===== src/rtl/i2c_master_ctrl_pkg.sv =====
// rtl/i2c_master_ctrl_pkg.sv - shared I2C master state codes and output decode helpers
package i2c_master_ctrl_pkg;

    // State codes shared with the master datapath; values are part of the interface.
    typedef enum logic [7:0] {
        IDLE       = 8'h00,
        START      = 8'h01,
        ADDRESS    = 8'h02,
        READ_ACK   = 8'h03,
        WRITE_DATA = 8'h04,
        READ_ACK2  = 8'h05,
        READ_DATA  = 8'h06,
        WRITE_ACK2 = 8'h07,
        STOP       = 8'h08
    } state_t;

    // First bit index of every byte (MSB first).
    localparam logic [3:0] BIT_MSB = 4'd7;

    // SCL is held high while the bus is idle and around START/STOP conditions.
    function automatic logic scl_release(input state_t st);
        return (st == IDLE) || (st == START) || (st == STOP);
    endfunction

    // The master owns SDA everywhere except where the slave drives data or ACK.
    function automatic logic sda_drive(input state_t st);
        return (st == START) || (st == ADDRESS) || (st == WRITE_DATA) ||
               (st == WRITE_ACK2) || (st == STOP);
    endfunction

endpackage


===== src/rtl/i2c_master_ctrl.sv =====
// rtl/i2c_master_ctrl.sv - I2C master control FSM (optional burst via I2C_BURST_EN)
module i2c_master_ctrl
    import i2c_master_ctrl_pkg::*;
#(
    parameter int BURST_MAX = 4
) (
    input  logic       i2c_scl_in,
    input  logic       resetN,
    input  logic       enable,
    input  logic       rw,
    input  logic       SDA_in,
    output logic [7:0] state,
    output logic [3:0] count,
    output logic       i2c_scl_en,
    output logic       i2c_write_en,
    output logic       ready,
    output logic       done,
    output logic       ack_error
`ifdef I2C_BURST_EN
    ,
    output logic       ack_bit
`endif
);

    state_t     r_state;
    logic [3:0] r_count;
    logic       r_rw;
    logic       r_scl_en;
    logic       r_write_en;
    logic       r_done;
    logic       r_ack_error;

    state_t     w_next_state;
    logic [3:0] w_next_count;
    logic       w_next_rw;
    logic       w_next_ack_error;

`ifdef I2C_BURST_EN
    localparam logic [3:0] BURST_LIMIT = 4'(BURST_MAX);

    logic [3:0] r_bytes;
    logic [3:0] w_next_bytes;
    logic       w_burst_more;
`endif

    // Next-state, bit index, direction and error flag for the coming SCL edge.
    always_comb begin
        w_next_state     = r_state;
        w_next_count     = r_count;
        w_next_rw        = r_rw;
        w_next_ack_error = r_ack_error;
`ifdef I2C_BURST_EN
        w_next_bytes     = r_bytes;
        w_burst_more     = enable && (r_bytes < BURST_LIMIT);
`endif
        case (r_state)
            IDLE: begin
                if (enable) begin
                    w_next_rw    = rw;
                    w_next_state = START;
                end
            end
            START: begin
                w_next_count     = BIT_MSB;
                w_next_ack_error = 1'b0;
`ifdef I2C_BURST_EN
                w_next_bytes     = 4'd0;
`endif
                w_next_state     = ADDRESS;
            end
            ADDRESS: begin
                if (r_count == 4'd0) begin
                    w_next_state = READ_ACK;
                end else begin
                    w_next_count = r_count - 4'd1;
                end
            end
            READ_ACK: begin
                if (SDA_in) begin
                    w_next_ack_error = 1'b1;
                    w_next_state     = STOP;
                end else begin
                    w_next_count = BIT_MSB;
                    w_next_state = r_rw ? READ_DATA : WRITE_DATA;
                end
            end
            WRITE_DATA: begin
                if (r_count == 4'd0) begin
`ifdef I2C_BURST_EN
                    w_next_bytes = r_bytes + 4'd1;
`endif
                    w_next_state = READ_ACK2;
                end else begin
                    w_next_count = r_count - 4'd1;
                end
            end
            READ_ACK2: begin
                if (SDA_in) begin
                    w_next_ack_error = 1'b1;
                    w_next_state     = STOP;
`ifdef I2C_BURST_EN
                end else if (w_burst_more) begin
                    w_next_count = BIT_MSB;
                    w_next_state = WRITE_DATA;
`endif
                end else begin
                    w_next_state = STOP;
                end
            end
            READ_DATA: begin
                if (r_count == 4'd0) begin
`ifdef I2C_BURST_EN
                    w_next_bytes = r_bytes + 4'd1;
`endif
                    w_next_state = WRITE_ACK2;
                end else begin
                    w_next_count = r_count - 4'd1;
                end
            end
            WRITE_ACK2: begin
`ifdef I2C_BURST_EN
                if (w_burst_more) begin
                    w_next_count = BIT_MSB;
                    w_next_state = READ_DATA;
                end else begin
                    w_next_state = STOP;
                end
`else
                w_next_state = STOP;
`endif
            end
            STOP: begin
                w_next_state = IDLE;
            end
            default: begin
                w_next_state = IDLE;
            end
        endcase
    end

    // State register; SCL/SDA enables are decoded from the next state so they change with it.
    always_ff @(posedge i2c_scl_in or posedge resetN) begin
        if (resetN) begin
            r_state     <= IDLE;
            r_count     <= 4'd0;
            r_rw        <= 1'b0;
            r_scl_en    <= 1'b1;
            r_write_en  <= 1'b0;
            r_done      <= 1'b0;
            r_ack_error <= 1'b0;
`ifdef I2C_BURST_EN
            r_bytes     <= 4'd0;
`endif
        end else begin
            r_state     <= w_next_state;
            r_count     <= w_next_count;
            r_rw        <= w_next_rw;
            r_scl_en    <= scl_release(w_next_state);
            r_write_en  <= sda_drive(w_next_state);
            r_done      <= (r_state == STOP);
            r_ack_error <= w_next_ack_error;
`ifdef I2C_BURST_EN
            r_bytes     <= w_next_bytes;
`endif
        end
    end

    assign state        = r_state;
    assign count        = r_count;
    assign i2c_scl_en   = r_scl_en;
    assign i2c_write_en = r_write_en;
    assign ready        = (r_state == IDLE) && !resetN;
    assign done         = r_done;
    assign ack_error    = r_ack_error;
`ifdef I2C_BURST_EN
    // Master ACK (0) only when another read byte follows; NACK ends the read.
    assign ack_bit      = !((r_state == WRITE_ACK2) && w_burst_more);
`endif

endmodule


===== config.mk =====
export PLATFORM = sky130hd
export DESIGN_NAME = i2c_master_ctrl
export DESIGN_NICKNAME = d
export VERILOG_FILES = /design/src/rtl/i2c_master_ctrl_pkg.sv /design/src/rtl/i2c_master_ctrl.sv
export SDC_FILE = /design/constraint.sdc
export NUM_CORES = 1
export LEC_CHECK = 0
export CORE_MARGIN = 10
export CORE_UTILIZATION = 40
export CTS_BUF_LIST = sky130_fd_sc_hd__clkbuf_8 sky130_fd_sc_hd__clkbuf_16
export CTS_CLUSTER_DIAMETER = 60
export DETAILED_ROUTE_END_ITERATION = 16
export GPL_TIMING_DRIVEN = 1
export HOLD_SLACK_MARGIN = 0.02
export PLACE_DENSITY = 0.77
export SLEW_MARGIN = 20
export SYNTH_ARGS = -nofsm -noshare
export SYNTH_HDL_FRONTEND = slang
export SYNTH_SLANG_ARGS = --single-unit
export TNS_END_PERCENT = 100

===== constraint.sdc =====
create_clock -name i2c_scl_in -period 3.6 [get_ports i2c_scl_in]
set_input_delay 0.54 -clock i2c_scl_in [delete_from_list [all_inputs] [get_ports i2c_scl_in]]
set_output_delay 0.54 -clock i2c_scl_in [all_outputs]
set_load 0.1 [all_outputs]

; Yosys cells after proc, flatten, opt, wreduce, memory -nomap -nowiden
; Cells that the tools add are included.
[totals]
ramBits = 0
inputBits = 5
memories = 0
romBits = 0
register_bits = 17
elab_cells = 55
latch_bits = 0
output_inout_bits = 17
[classes]
n_mul = 0
mux = 12
n_eq_ne = 16
bitwise = 0
n_lt_le_gt_ge = 0
n_div = 0
shift = 0
n_addsub = 1
reduce_logical = 19
[ops]
columns = operator, count
row1 = $pmux W8 S7, 1
row2 = $eq A8 B3 Y1 const B, 6
row3 = $mux W8, 4
row4 = $eq A8 B2 Y1 const B, 3
row5 = $eq A8 B1 Y1 const B, 2
row6 = $eq A8 B4 Y1 const B, 2
row7 = $logic_not A8 Y1, 2
row8 = $mux W4, 3
row9 = $pmux W4 S3, 1
row10 = $logic_or A1 B1 Y1, 6
row11 = $logic_not A4 Y1, 1
row12 = $ne A2 B2 Y1 const B, 2
row13 = $reduce_and A2 Y1, 2
row14 = $reduce_or A2 Y1, 2
row15 = $sub A4 B1 Y4 const B, 1
row16 = $reduce_and A3 Y1, 1
row17 = $reduce_bool A3 Y1, 1
row18 = $reduce_or A3 Y1, 1
row19 = $mux W2, 1
row20 = $ne A2 B1 Y1 const B, 1
row21 = $pmux W1 S2, 1
row22 = $reduce_bool A2 Y1, 1
row23 = $logic_and A1 B1 Y1, 1
row24 = $logic_not A1 Y1, 1
row25 = $mux W1, 1

; Longest topological paths before layout
[depth]
word_depth = 8
mapped_depth = 7
ltp_nobuf = 7

; Worst setup path before layout
; No wires, ideal clock.
[synth_timing]
kind = register to output
startpoint = register r_state[0], in the netlist state[0]
endpoint = output port ready
arrival_ns = 3.569
t_required_ns = 3.060
n_path_buf = 1
path_stages_with_launch = 4
setup_slack_ns = -0.509
cell_sequence = dfrtp_1 -> buf_2 -> or3_1 -> nor3_1
[synth_between]
elab_chain_cells = 2
[synth_rtl]
columns = element, line
row1 = start: declaration, i2c_master_ctrl.sv:25  ; state_t r_state;
row2 = start signal: assignment, i2c_master_ctrl.sv:155  ; r_state <= w_next_state;
row3 = $logic_not A8 Y1, i2c_master_ctrl.sv:172  ; assign ready = (r_state == IDLE) && !resetN;
row4 = $logic_and A1 B1 Y1, i2c_master_ctrl.sv:172
row5 = end: declaration, i2c_master_ctrl.sv:16  ; output logic ready,
; No other way between the ends.

; Worst setup path after layout
[layout_timing]
startpoint = register r_state[1], in the netlist state[1]
endpoint = output port state[1]
[layout_lines]
columns = element, line
row1 = end: declaration, i2c_master_ctrl.sv:12  ; output logic [7:0] state,
; No word-level cell between the ends.

==> results.sh <==
export IMPL_skew_ns=0.004374
export IMPL_cap_viol_max_count=0
export IMPL_layout_commonest_cell="clkdlybuf4s50_1"
export IMPL_ys_seq_area_share_pct=52.95
export IMPL_clock_sinks=17
export IMPL_wirelength_mm=1.671
export IMPL_ios=22
export IMPL_final_cell_mix="clkdlybuf4s50_1 (19), dfrtp_1 (16), nor2_1 (6)"
export IMPL_utilization_pct=55.48
export IMPL_endpoint_kind="output pin"
export IMPL_worstPathRequired_ns=3.06
export IMPL_area_growth_pct=33.70
export IMPL_cts_clk_slew_worst_paths_ns=0.06
export IMPL_grt_pass1_wl_mm=2.808
export IMPL_synth_edf_count=0
export IMPL_post_cts_setup_buffers=0
export IMPL_dr_total_vias=620
export IMPL_grt_ovfl_total=0
export IMPL_cts_inserted_buffers=3
export IMPL_drt_initial_drc_count=20
export IMPL_rsz0062_at_grt="no"
export IMPL_worstSetupPathType="register to output pin"
export IMPL_netlist_area_sq_um=805.8
export IMPL_dr_wl_met3_microns=216
export IMPL_hold_class="register to register"
export IMPL_critPathSlowestCell="clkdlybuf4s50_1"
export IMPL_die_area_sq_um=4209
export IMPL_status="finished, final reports clean"
export IMPL_floorplan_initialDensity_pct=41.49
export IMPL_p_leak_nw=0.4685
export IMPL_route_detailed_drc=0
export IMPL_met1Wirelength_microns=673
export IMPL_holdWs_ns=0.5105
export IMPL_dieHeight_microns=64.88
export IMPL_drive_gt1_share_pct=11.22
export IMPL_cts_max_level=1
export IMPL_dr_wl_met2_microns=781
export IMPL_hold_violations=0
export IMPL_ys_types=33
export IMPL_synth_seq_cells=17
export IMPL_n_antenna_cell=0
export IMPL_ir_worst_vdd_uv=304.8
export IMPL_rows=16
export IMPL_core_area_sq_um=1942
export IMPL_worstMarginPinSlew_ns=0.9853
export IMPL_cp_top_family="buffers and inverters"
export IMPL_cp_start_kind="register"
export IMPL_pwr_density_cell_nw_per_um2=377.2
export IMPL_cts_root_buf="clkbuf_8"
export IMPL_min_period_ns=2.538
export IMPL_yosysWarnings=0
export IMPL_cp_arrival_ns=2.00
export IMPL_portBuffers=21
export IMPL_grt_pass1_vias=617
export IMPL_regArea_sq_um=426.7
export IMPL_ctsHoldBuffers=0
export IMPL_postRouteAntennaNets=0
export IMPL_multi_input_area_sq_um=355.3
export IMPL_path_cells="clkdlybuf4s50_1"
export IMPL_first_pass_iters=4
export IMPL_post_drt_wl_per_cell_microns=13.37
export IMPL_async_flop_share_pct=100.0
export IMPL_post_route_period_util_pct=70.51
export IMPL_cp_slowest_stage_delay_ns=1.21
export IMPL_drt_vias_per_instance=4.960
export IMPL_setup_viol=0
export IMPL_postCtsResizedCells=0
export IMPL_crit_buf_inv=1
export IMPL_drv_slew=0
export IMPL_grt_max_degree=18
export IMPL_synth_area_per_cell_sq_um=10.89
export IMPL_postSynthCellCount=74
export IMPL_fmax_mhz=393.9
export IMPL_maxSlewHeadroom_pct=34.11
export IMPL_fill_cells=187
export IMPL_insertion_delay_ns=0.25
export IMPL_highest_layer="met3"
export IMPL_cts_tree="built"
export IMPL_groute_usage_overall_pct=8.260
export IMPL_place_congestion=0.7707
export IMPL_fin_nets=105
export IMPL_synthFlopType="dfrtp_1"
export IMPL_crit_fanout=10
export IMPL_hpwlAfterDp_mm=1.282
export IMPL_antenna_found_initial=0
export IMPL_clockBufferDepth=2
export IMPL_final_setup_tns_ns=0
export IMPL_die_x_microns=64.88
==> Yosys cell counts (2+ instances only) <==
master	n	area share (%)
a21oi_1	3	1.9
a31oi_1	3	2.3
buf_2	2	1.2
dfrtp_1	16	50
inv_1	3	1.4
mux2i_1	3	3.7
nand2_1	4	1.9
nand2b_1	2	1.6
nor2_1	6	2.8
nor2b_1	3	2.3
nor3_1	3	1.9
o21ai_0	4	2.5
xnor2_1	2	2.2
==> routing by layer <==
layer,vias up,global-route usage [%]
met5,-,0
met1,288,8.424
met3,0,6.357
met4,0,0.8021
li1,307,-
met2,25,13.67
==> metrics by stage <==
step / cell area (sq um) / setup slack [ns] / instances / power [mW]
final: 1077 / 1.062 / 125 / 0.4063
after detailed placement: 1032 / 1.330 / 121 / 0.2740
after global placement: 1032 / 1.352 / 121 / 0.2734
after CTS: 1077 / 1.053 / 125 / 0.4131
after global routing: 1077 / 0.9912 / 125 / 0.4248
after floorplan: 822.0 / 0.3430 / 77 / 0.2558
==> logic make-up after synthesis <==
kind of cell    synth area share, %
xor+xnor                      2.174
fa+ha+maj                     1.553
buf+inv                       4.969
simple gates                  17.86
other cells                  0.4654
mux                           5.124
flops                         52.95
compound gates                14.91
==> layout make-up <==
class / count / area share (%)
Sequential cell: 17 / 39.61
Clock inverter: 1 / 0.3484
Multi-Input combinational cell: 53 / 32.99
Clock buffer: 3 / 3.833
Tap cell: 27 / 3.136
Timing Repair Buffer: 21 / 19.05
Inverter: 3 / 1.045
==> path summary, 6_finish.rpt <==
| check | from | to | slack (ns) | cells past startpoint |
|---|---|---|---|---|
| worst max-delay path | state[1] | state[1] | 1.06 | 1 |
| worst min-delay path | r_rw | r_rw | 0.51 | 1 |
| worst max register to register | count[0] | i2c_write_en | 1.77 | 7 |
| worst min register to register | r_rw | r_rw | 0.51 | 1 |
| max in group asynchronous | resetN | state[6] | 2.47 | 2 |
| min in group asynchronous | resetN | count[3] | 0.72 | 2 |
==> state kept, by name (all words and copies together) (netlist names) <==
name,flops
ack_error,1
count,4
done,1
i2c_scl_en,1
i2c_write_en,1
r_rw,1
state,8
==> where the power goes <==
part	internal (mW)	switching, mW	total (mW)
clock	0.0755	0.0608	0.136
combinational	0.0175	0.0489	0.0664
sequential	0.198	0.00539	0.204
No activity file was read; power rests on OpenSTA's default activity.
